[config.mk]
export PLATFORM = sky130hd
export DESIGN_NAME = iq_occupancy_tracker
export DESIGN_NICKNAME = d
export VERILOG_FILES = /design/src/rtl/iq_occupancy_tracker_pkg.sv /design/src/rtl/iq_occupancy_tracker_credit_calc.sv /design/src/rtl/iq_occupancy_tracker.sv
export SDC_FILE = /design/constraint.sdc
export NUM_CORES = 1
export LEC_CHECK = 0
export CORE_MARGIN = 5
export CORE_UTILIZATION = 35
export DETAILED_ROUTE_END_ITERATION = 10
export GPL_ROUTABILITY_DRIVEN = 0
export PLACE_DENSITY = 0.66
export SLEW_MARGIN = 5
export SYNTH_ARGS = -nofsm -noshare
export SYNTH_HDL_FRONTEND = slang
export SYNTH_HIERARCHICAL = 1
export SYNTH_SLANG_ARGS = --single-unit
export TNS_END_PERCENT = 1
[constraint.sdc]
create_clock -name clk_i -period 12.2 [get_ports clk_i]
set_input_delay 2.44 -clock clk_i [delete_from_list [all_inputs] [get_ports clk_i]]
set_output_delay 2.44 -clock clk_i [all_outputs]
set_load 0.005 [all_outputs]
[src/rtl/iq_occupancy_tracker_pkg.sv]
// Shared types and helpers for the issue-queue occupancy tracker.
// Default geometry matches the reference slot group (16 entries, 4-in, 2-out).
package iq_pkg;

  localparam int DEF_CAPACITY     = 16;
  localparam int DEF_MAX_IN       = 4;
  localparam int DEF_MAX_OUT      = 2;
  localparam int DEF_FLUSH_CYCLES = 2;

  typedef enum logic {
    RUN   = 1'b0,
    FLUSH = 1'b1
  } iq_state_e;

  function automatic int min_u(input int a, input int b);
    return (a < b) ? a : b;
  endfunction

endpackage

[src/rtl/iq_occupancy_tracker_credit_calc.sv]
// Pure combinational credit math: kill survivors, send offer/grant, accept room and next count.
// Everything is evaluated one bit wider than the count so no intermediate can wrap.
module iq_credit_calc
  import iq_pkg::*;
#(
  parameter int CAPACITY = DEF_CAPACITY,
  parameter int MAX_IN   = DEF_MAX_IN,
  parameter int MAX_OUT  = DEF_MAX_OUT,
  parameter int CW       = $clog2(CAPACITY + 1),
  parameter int IW       = $clog2(MAX_IN + 1),
  parameter int OW       = $clog2(MAX_OUT + 1)
) (
  input  logic [CW-1:0] count_i,
  input  logic          kill_all_i,
  input  logic [CW-1:0] kill_i,
  input  logic          lock_accept_i,
  input  logic          lock_send_i,
  input  logic          flushing_i,
  input  logic [OW-1:0] next_accepting_i,
  input  logic [IW-1:0] prev_sending_i,
  output logic [CW-1:0] living_o,
  output logic [OW-1:0] want_send_o,
  output logic [IW-1:0] can_accept_o,
  output logic [OW-1:0] sending_o,
  output logic [IW-1:0] accepting_o,
  output logic [CW-1:0] after_sending_o,
  output logic [CW-1:0] after_receiving_o
);

  localparam int WX = CW + 1;

  logic [WX-1:0] cnt_x, kill_x, live_x, want_x, send_x, aft_s_x;
  logic [WX-1:0] can_x, room_x, acc_x, take_x, aft_r_x;

  always_comb begin
    cnt_x  = WX'(count_i);
    kill_x = WX'(kill_i);

    // Kill removes the youngest entries first; over-kill saturates at empty.
    live_x = '0;
    if (!kill_all_i && (kill_x <= cnt_x))
      live_x = cnt_x - kill_x;

    want_x = '0;
    if (!(lock_send_i || flushing_i))
      want_x = WX'(min_u(MAX_OUT, int'(live_x)));
    send_x  = WX'(min_u(int'(next_accepting_i), int'(want_x)));
    aft_s_x = live_x - send_x;

    can_x = '0;
    if (!(lock_accept_i || flushing_i || kill_all_i))
      can_x = WX'(min_u(MAX_IN, CAPACITY));
    room_x = WX'(CAPACITY) - aft_s_x;
    acc_x  = WX'(min_u(int'(can_x), int'(room_x)));

    // Deliveries beyond the granted credit are dropped, never counted.
    take_x  = WX'(min_u(int'(prev_sending_i), int'(acc_x)));
    aft_r_x = aft_s_x + take_x;
  end

  assign living_o          = CW'(live_x);
  assign want_send_o       = OW'(want_x);
  assign can_accept_o      = IW'(can_x);
  assign sending_o         = OW'(send_x);
  assign accepting_o       = IW'(acc_x);
  assign after_sending_o   = CW'(aft_s_x);
  assign after_receiving_o = CW'(aft_r_x);

endmodule

[src/rtl/iq_occupancy_tracker.sv]
// Registered occupancy for one issue-queue slot group: count, flush FSM and sticky error.
// Credits are computed combinationally from the current count and neighbour handshakes.
module iq_occupancy_tracker
  import iq_pkg::*;
#(
  parameter int CAPACITY     = DEF_CAPACITY,
  parameter int MAX_IN       = DEF_MAX_IN,
  parameter int MAX_OUT      = DEF_MAX_OUT,
  parameter int FLUSH_CYCLES = DEF_FLUSH_CYCLES,
  parameter int CW           = $clog2(CAPACITY + 1),
  parameter int IW           = $clog2(MAX_IN + 1),
  parameter int OW           = $clog2(MAX_OUT + 1)
) (
  input  logic          clk_i,
  input  logic          rst_ni,
  input  logic          kill_all_i,
  input  logic [CW-1:0] kill_i,
  input  logic          lock_accept_i,
  input  logic          lock_send_i,
  input  logic [OW-1:0] next_accepting_i,
  input  logic [IW-1:0] prev_sending_i,
  output logic [CW-1:0] count_o,
  output logic [CW-1:0] living_o,
  output logic [OW-1:0] want_send_o,
  output logic [IW-1:0] can_accept_o,
  output logic [OW-1:0] sending_o,
  output logic [IW-1:0] accepting_o,
  output logic [CW-1:0] after_sending_o,
  output logic [CW-1:0] after_receiving_o,
  output logic          flushing_o,
  output logic          err_o
);

  localparam int            FW         = (FLUSH_CYCLES > 1) ? $clog2(FLUSH_CYCLES) : 1;
  localparam logic [FW-1:0] FLUSH_LOAD = FW'(FLUSH_CYCLES - 1);

  iq_state_e     state_q;
  logic [FW-1:0] flush_cnt_q;
  logic [CW-1:0] count_q, count_d;
  logic          err_q, err_d;
  logic          flushing;

  assign flushing = (state_q == FLUSH);

  iq_credit_calc #(
    .CAPACITY(CAPACITY),
    .MAX_IN  (MAX_IN),
    .MAX_OUT (MAX_OUT),
    .CW      (CW),
    .IW      (IW),
    .OW      (OW)
  ) u_credit (
    .count_i          (count_q),
    .kill_all_i       (kill_all_i),
    .kill_i           (kill_i),
    .lock_accept_i    (lock_accept_i),
    .lock_send_i      (lock_send_i),
    .flushing_i       (flushing),
    .next_accepting_i (next_accepting_i),
    .prev_sending_i   (prev_sending_i),
    .living_o         (living_o),
    .want_send_o      (want_send_o),
    .can_accept_o     (can_accept_o),
    .sending_o        (sending_o),
    .accepting_o      (accepting_o),
    .after_sending_o  (after_sending_o),
    .after_receiving_o(after_receiving_o)
  );

  assign count_d = after_receiving_o;

  // Protocol violations latch until reset so a single bad cycle is never missed.
  always_comb begin
    err_d = err_q;
    if (prev_sending_i > accepting_o)              err_d = 1'b1;
    if (!kill_all_i && (kill_i > count_q))         err_d = 1'b1;
    if (int'(next_accepting_i) > MAX_OUT)          err_d = 1'b1;
  end

  always_ff @(posedge clk_i or negedge rst_ni) begin
    if (!rst_ni) begin
      count_q     <= '0;
      err_q       <= 1'b0;
      state_q     <= RUN;
      flush_cnt_q <= '0;
    end else begin
      count_q <= count_d;
      err_q   <= err_d;
      case (state_q)
        RUN: begin
          if (kill_all_i) begin
            state_q     <= FLUSH;
            flush_cnt_q <= FLUSH_LOAD;
          end
        end
        FLUSH: begin
          if (kill_all_i)
            flush_cnt_q <= FLUSH_LOAD;
          else if (flush_cnt_q == '0)
            state_q <= RUN;
          else
            flush_cnt_q <= flush_cnt_q - 1'b1;
        end
        default: state_q <= RUN;
      endcase
    end
  end

  assign count_o    = count_q;
  assign flushing_o = flushing;
  assign err_o      = err_q;

endmodule

==> impl_metrics.yaml <==
route:
  drc_errors: 0
  antenna_left: 0
  drt-initial-drc-count: 60
  firstDrtPassIters: 4
  wirelength_mm: 3.89
  wl_per_cell_um: 13.4
  vias: 1449
  avgViaCountPerCell: 5.00
sta:
  max_freq_ghz: 0.0851
  hold_viol: 0
  skew_ns: 0.00227
  slew_viol_final: 0
  timing.final.crit_share: 0.964
  fin_ws_ns: 0.444
  timing.setup.tns_ns: 0
  fin_crit_ns: 11.76
  setup_violations: 0
  holdWs_ns: 0.478
yosys:
  synth_top_area_frac: 0.241
  synth_area_per_cell_um2: 8.42
  synth_cell_types: 44
  syn_area_mm2: 0.00146
  syn_inst: 173
  synth_edf_count: 0
  ys.flop_type: "dfrtp_1"
  yosys_warnings: 6
  synth_top_cell_by_area: "ha_1"
  ys_async_sr_fraction: 1.00
  synth.area.top_cells: "ha_1 24%, dfrtp_1 14%, inv_1 7.5%"
  seq_area_frac_synth: 0.137
  synth-seq-cells: 8
setup_path:
  cpMaxStageDelayCell: "clkdlybuf4s50_1"
  required_ns: 9.76
  cp-start-kind: "input pin"
  crit_top_cell: "inv_1"
  arrival_ns: 9.32
  cp-end-kind: "output pin"
  critical-path-max-stage-delay_ns: 0.48
  crit_fanout: 5
  crit_type: "input pin to output pin"
power_and_ir_drop:
  p_per_area_mw_per_mm2: 280
  power_frac_comb: 0.876
  switching_power_uw: 258
  internal-power_uw: 361
  power.total_uw: 619
  p_clk_frac: 0.048
  irDropWorstVdd_mv: 0.144
  p_leak_nw: 1.12
  switching_share: 0.417
  seqPwrFrac: 0.076
clock_network:
  clockBufferDepth: 2
  cts_max_level: 1
  cts.clk_slew.worst_paths_ns: 0.04
  hold_buffers: 0
  cts.sinks: 8
  clkLatencyLatePin_ns: 0.22
  cts-buffers-inserted: 3
  cts-root-buf: "clkbuf_8"
  cts_tree: "done"
global_routing:
  antenna_found_initial: 0
  grt_pass1_vias: 1449
  grt_pass1_wl_mm: 6.33
  grtUsageTotal: 0.142
  grt_start_max_net_pins: 9
  grt-ovfl-total: 0
placement:
  post-place-ws_ns: 0.00253
  dp_hpwl_mm: 3.31
  portBuffers: 44
die:
  coreArea_mm2: 0.00403
  fp.dieH_um: 74.5
  start_util: 0.361
  rows: 23
  die_area_mm2: 0.00555
  ios: 47
  die_x_um: 74.5
finish:
  diodes: 0
  finalNetCount: 288
  final_util: 0.548
  area_growth_pct: 51.7
  layout-drive-gt1-share: 0.158
min_path:
  hold_class: "flop to flop"
run:
  drv_cap: 0
run_status:
  outcome: "finished, final reports clean"
==> worst max-delay path: cells and delay by family <==
| kind | cells | cell delay (ns) |
|---|---|---|
| buffers and inverters | 8 | 1.15 |
| adders and majority gates | 7 | 2.27 |
| xor gates and xnor gates | 4 | 0.93 |
| and+or+nand+nor | 6 | 0.86 |
| AOI/OAI and AO/OA | 7 | 1.10 |
| muxes | 2 | 0.55 |
==> routing by layer <==
layer	share of wire	wire (um)	GRT usage	vias to the layer above
li1	-	-	-	727
met1	0.44	1720	0.180	681
met2	0.48	1880	0.251	39
met3	0.067	261	0.0257	2
met4	0.0064	25	0.0316	0
met5	0	0	0	-
==> metrics by stage <==
step / area (um^2) / std cells
2_1_floorplan: 1470 / 177
3_3_place_gp: 2090 / 286
3_5_place_dp: 2090 / 286
4_1_cts: 2130 / 289
5_1_grt: 2210 / 290
6_report: 2210 / 290
==> power by group through the flow <==
stage | Clock, mW | Combinational, mW | Sequential (mW)
floorplan | 0 | 0.282 | 0.0459
global placement | 0 | 0.522 | 0.0478
detailed placement | 0 | 0.523 | 0.0475
CTS | 0.0308 | 0.530 | 0.0472
global route | 0.0321 | 0.595 | 0.0492
finish | 0.0300 | 0.542 | 0.0469
==> timing repair <==
item                       in CTS  in global routing
resized for setup               1                 12
pin swaps                       0                  3
setup endpoints to repair       1                  4
buffers inserted                0                  1
==> state kept, by name, summed over array words and instances, names as in the netlist <==
| name | cells |
|---|---|
| flushing_o | 1 |
| count_o | 5 |
| err_o | 1 |
| flush_cnt_q | 1 |
==> synth_stat cells, drive strengths merged, types with 2 or more instances <==
cell	number
nor4	2
fa	3
a21o	8
and3	2
nor3	3
nand2	7
conb	2
o22ai	2
nand3	2
mux2i	4
o21ai	4
xor2	5
nor2	9
dfrtp	8
mux2	2
ha	28
nand2b	2
xnor2	8
nor3b	3
a21oi	15
buf	2
or2	2
nor2b	5
inv	29
or3	2
==> kinds of logic (layout without fill, tap and decap cells) <==
| kind of cell | after synthesis | after routing | synth area share |
|---|---|---|---|
| buf+inv | 31 | 94 | 0.0850 |
| simple gates | 44 | 44 | 0.177 |
| compound gates | 38 | 38 | 0.177 |
| mux | 6 | 6 | 0.0481 |
| other cells | 2 | 6 | 0.00516 |
| xor+xnor | 13 | 13 | 0.0885 |
| fa+ha+maj | 31 | 31 | 0.282 |
| flops | 8 | 8 | 0.137 |
==> placed cells by master, fill, tap and decap left out, types with 2 or more instances in the layout <==
cell              n
clkdlybuf4s50_1  41
inv_1            29
ha_1             27
buf_4            18
a21oi_1          14
nor2_1            9
a21o_1            8
dfrtp_1           8
nand2_1           7
xnor2_1           6
conb_1            6
nor2b_1           5
xor2_1            5
clkbuf_8          3
dlymetal6s2s_1    3
mux2i_1           3
fa_1              3
o22ai_1           2
nand3_1           2
o21ai_0           2
nor3b_2           2
o21ai_1           2
nor3_1            2
or3_1             2
and3_1            2
nand2b_1          2
mux2_4            2
==> final timing paths <==
kind	from	endpoint	slack [ns]	depth (start not counted)
min reg2reg	flush_cnt_q$_DFFE_PN0P_	flushing_o$_DFF_PN0_	0.48	1
min	flush_cnt_q$_DFFE_PN0P_	flushing_o$_DFF_PN0_	0.48	1
max	kill_i[0]	after_receiving_o[4]	0.44	34
max in group asynchronous	rst_ni	flushing_o$_DFF_PN0_	9.47	1
min in group asynchronous	rst_ni	count_o[2]$_DFF_PN0_	2.48	1
max reg2reg	count_o[0]$_DFF_PN0_	count_o[4]$_DFF_PN0_	5.33	34
==> final cells by class <==
class | count | area [um^2]
Fill cell | 366 | 1820
Timing Repair Buffer | 62 | 583
Sequential cell | 8 | 200
Tap cell | 50 | 62.6
Multi-Input combinational cell | 138 | 1210
Clock buffer | 3 | 41.3
Inverter | 29 | 109
Power figures use the tool's default switching activity.
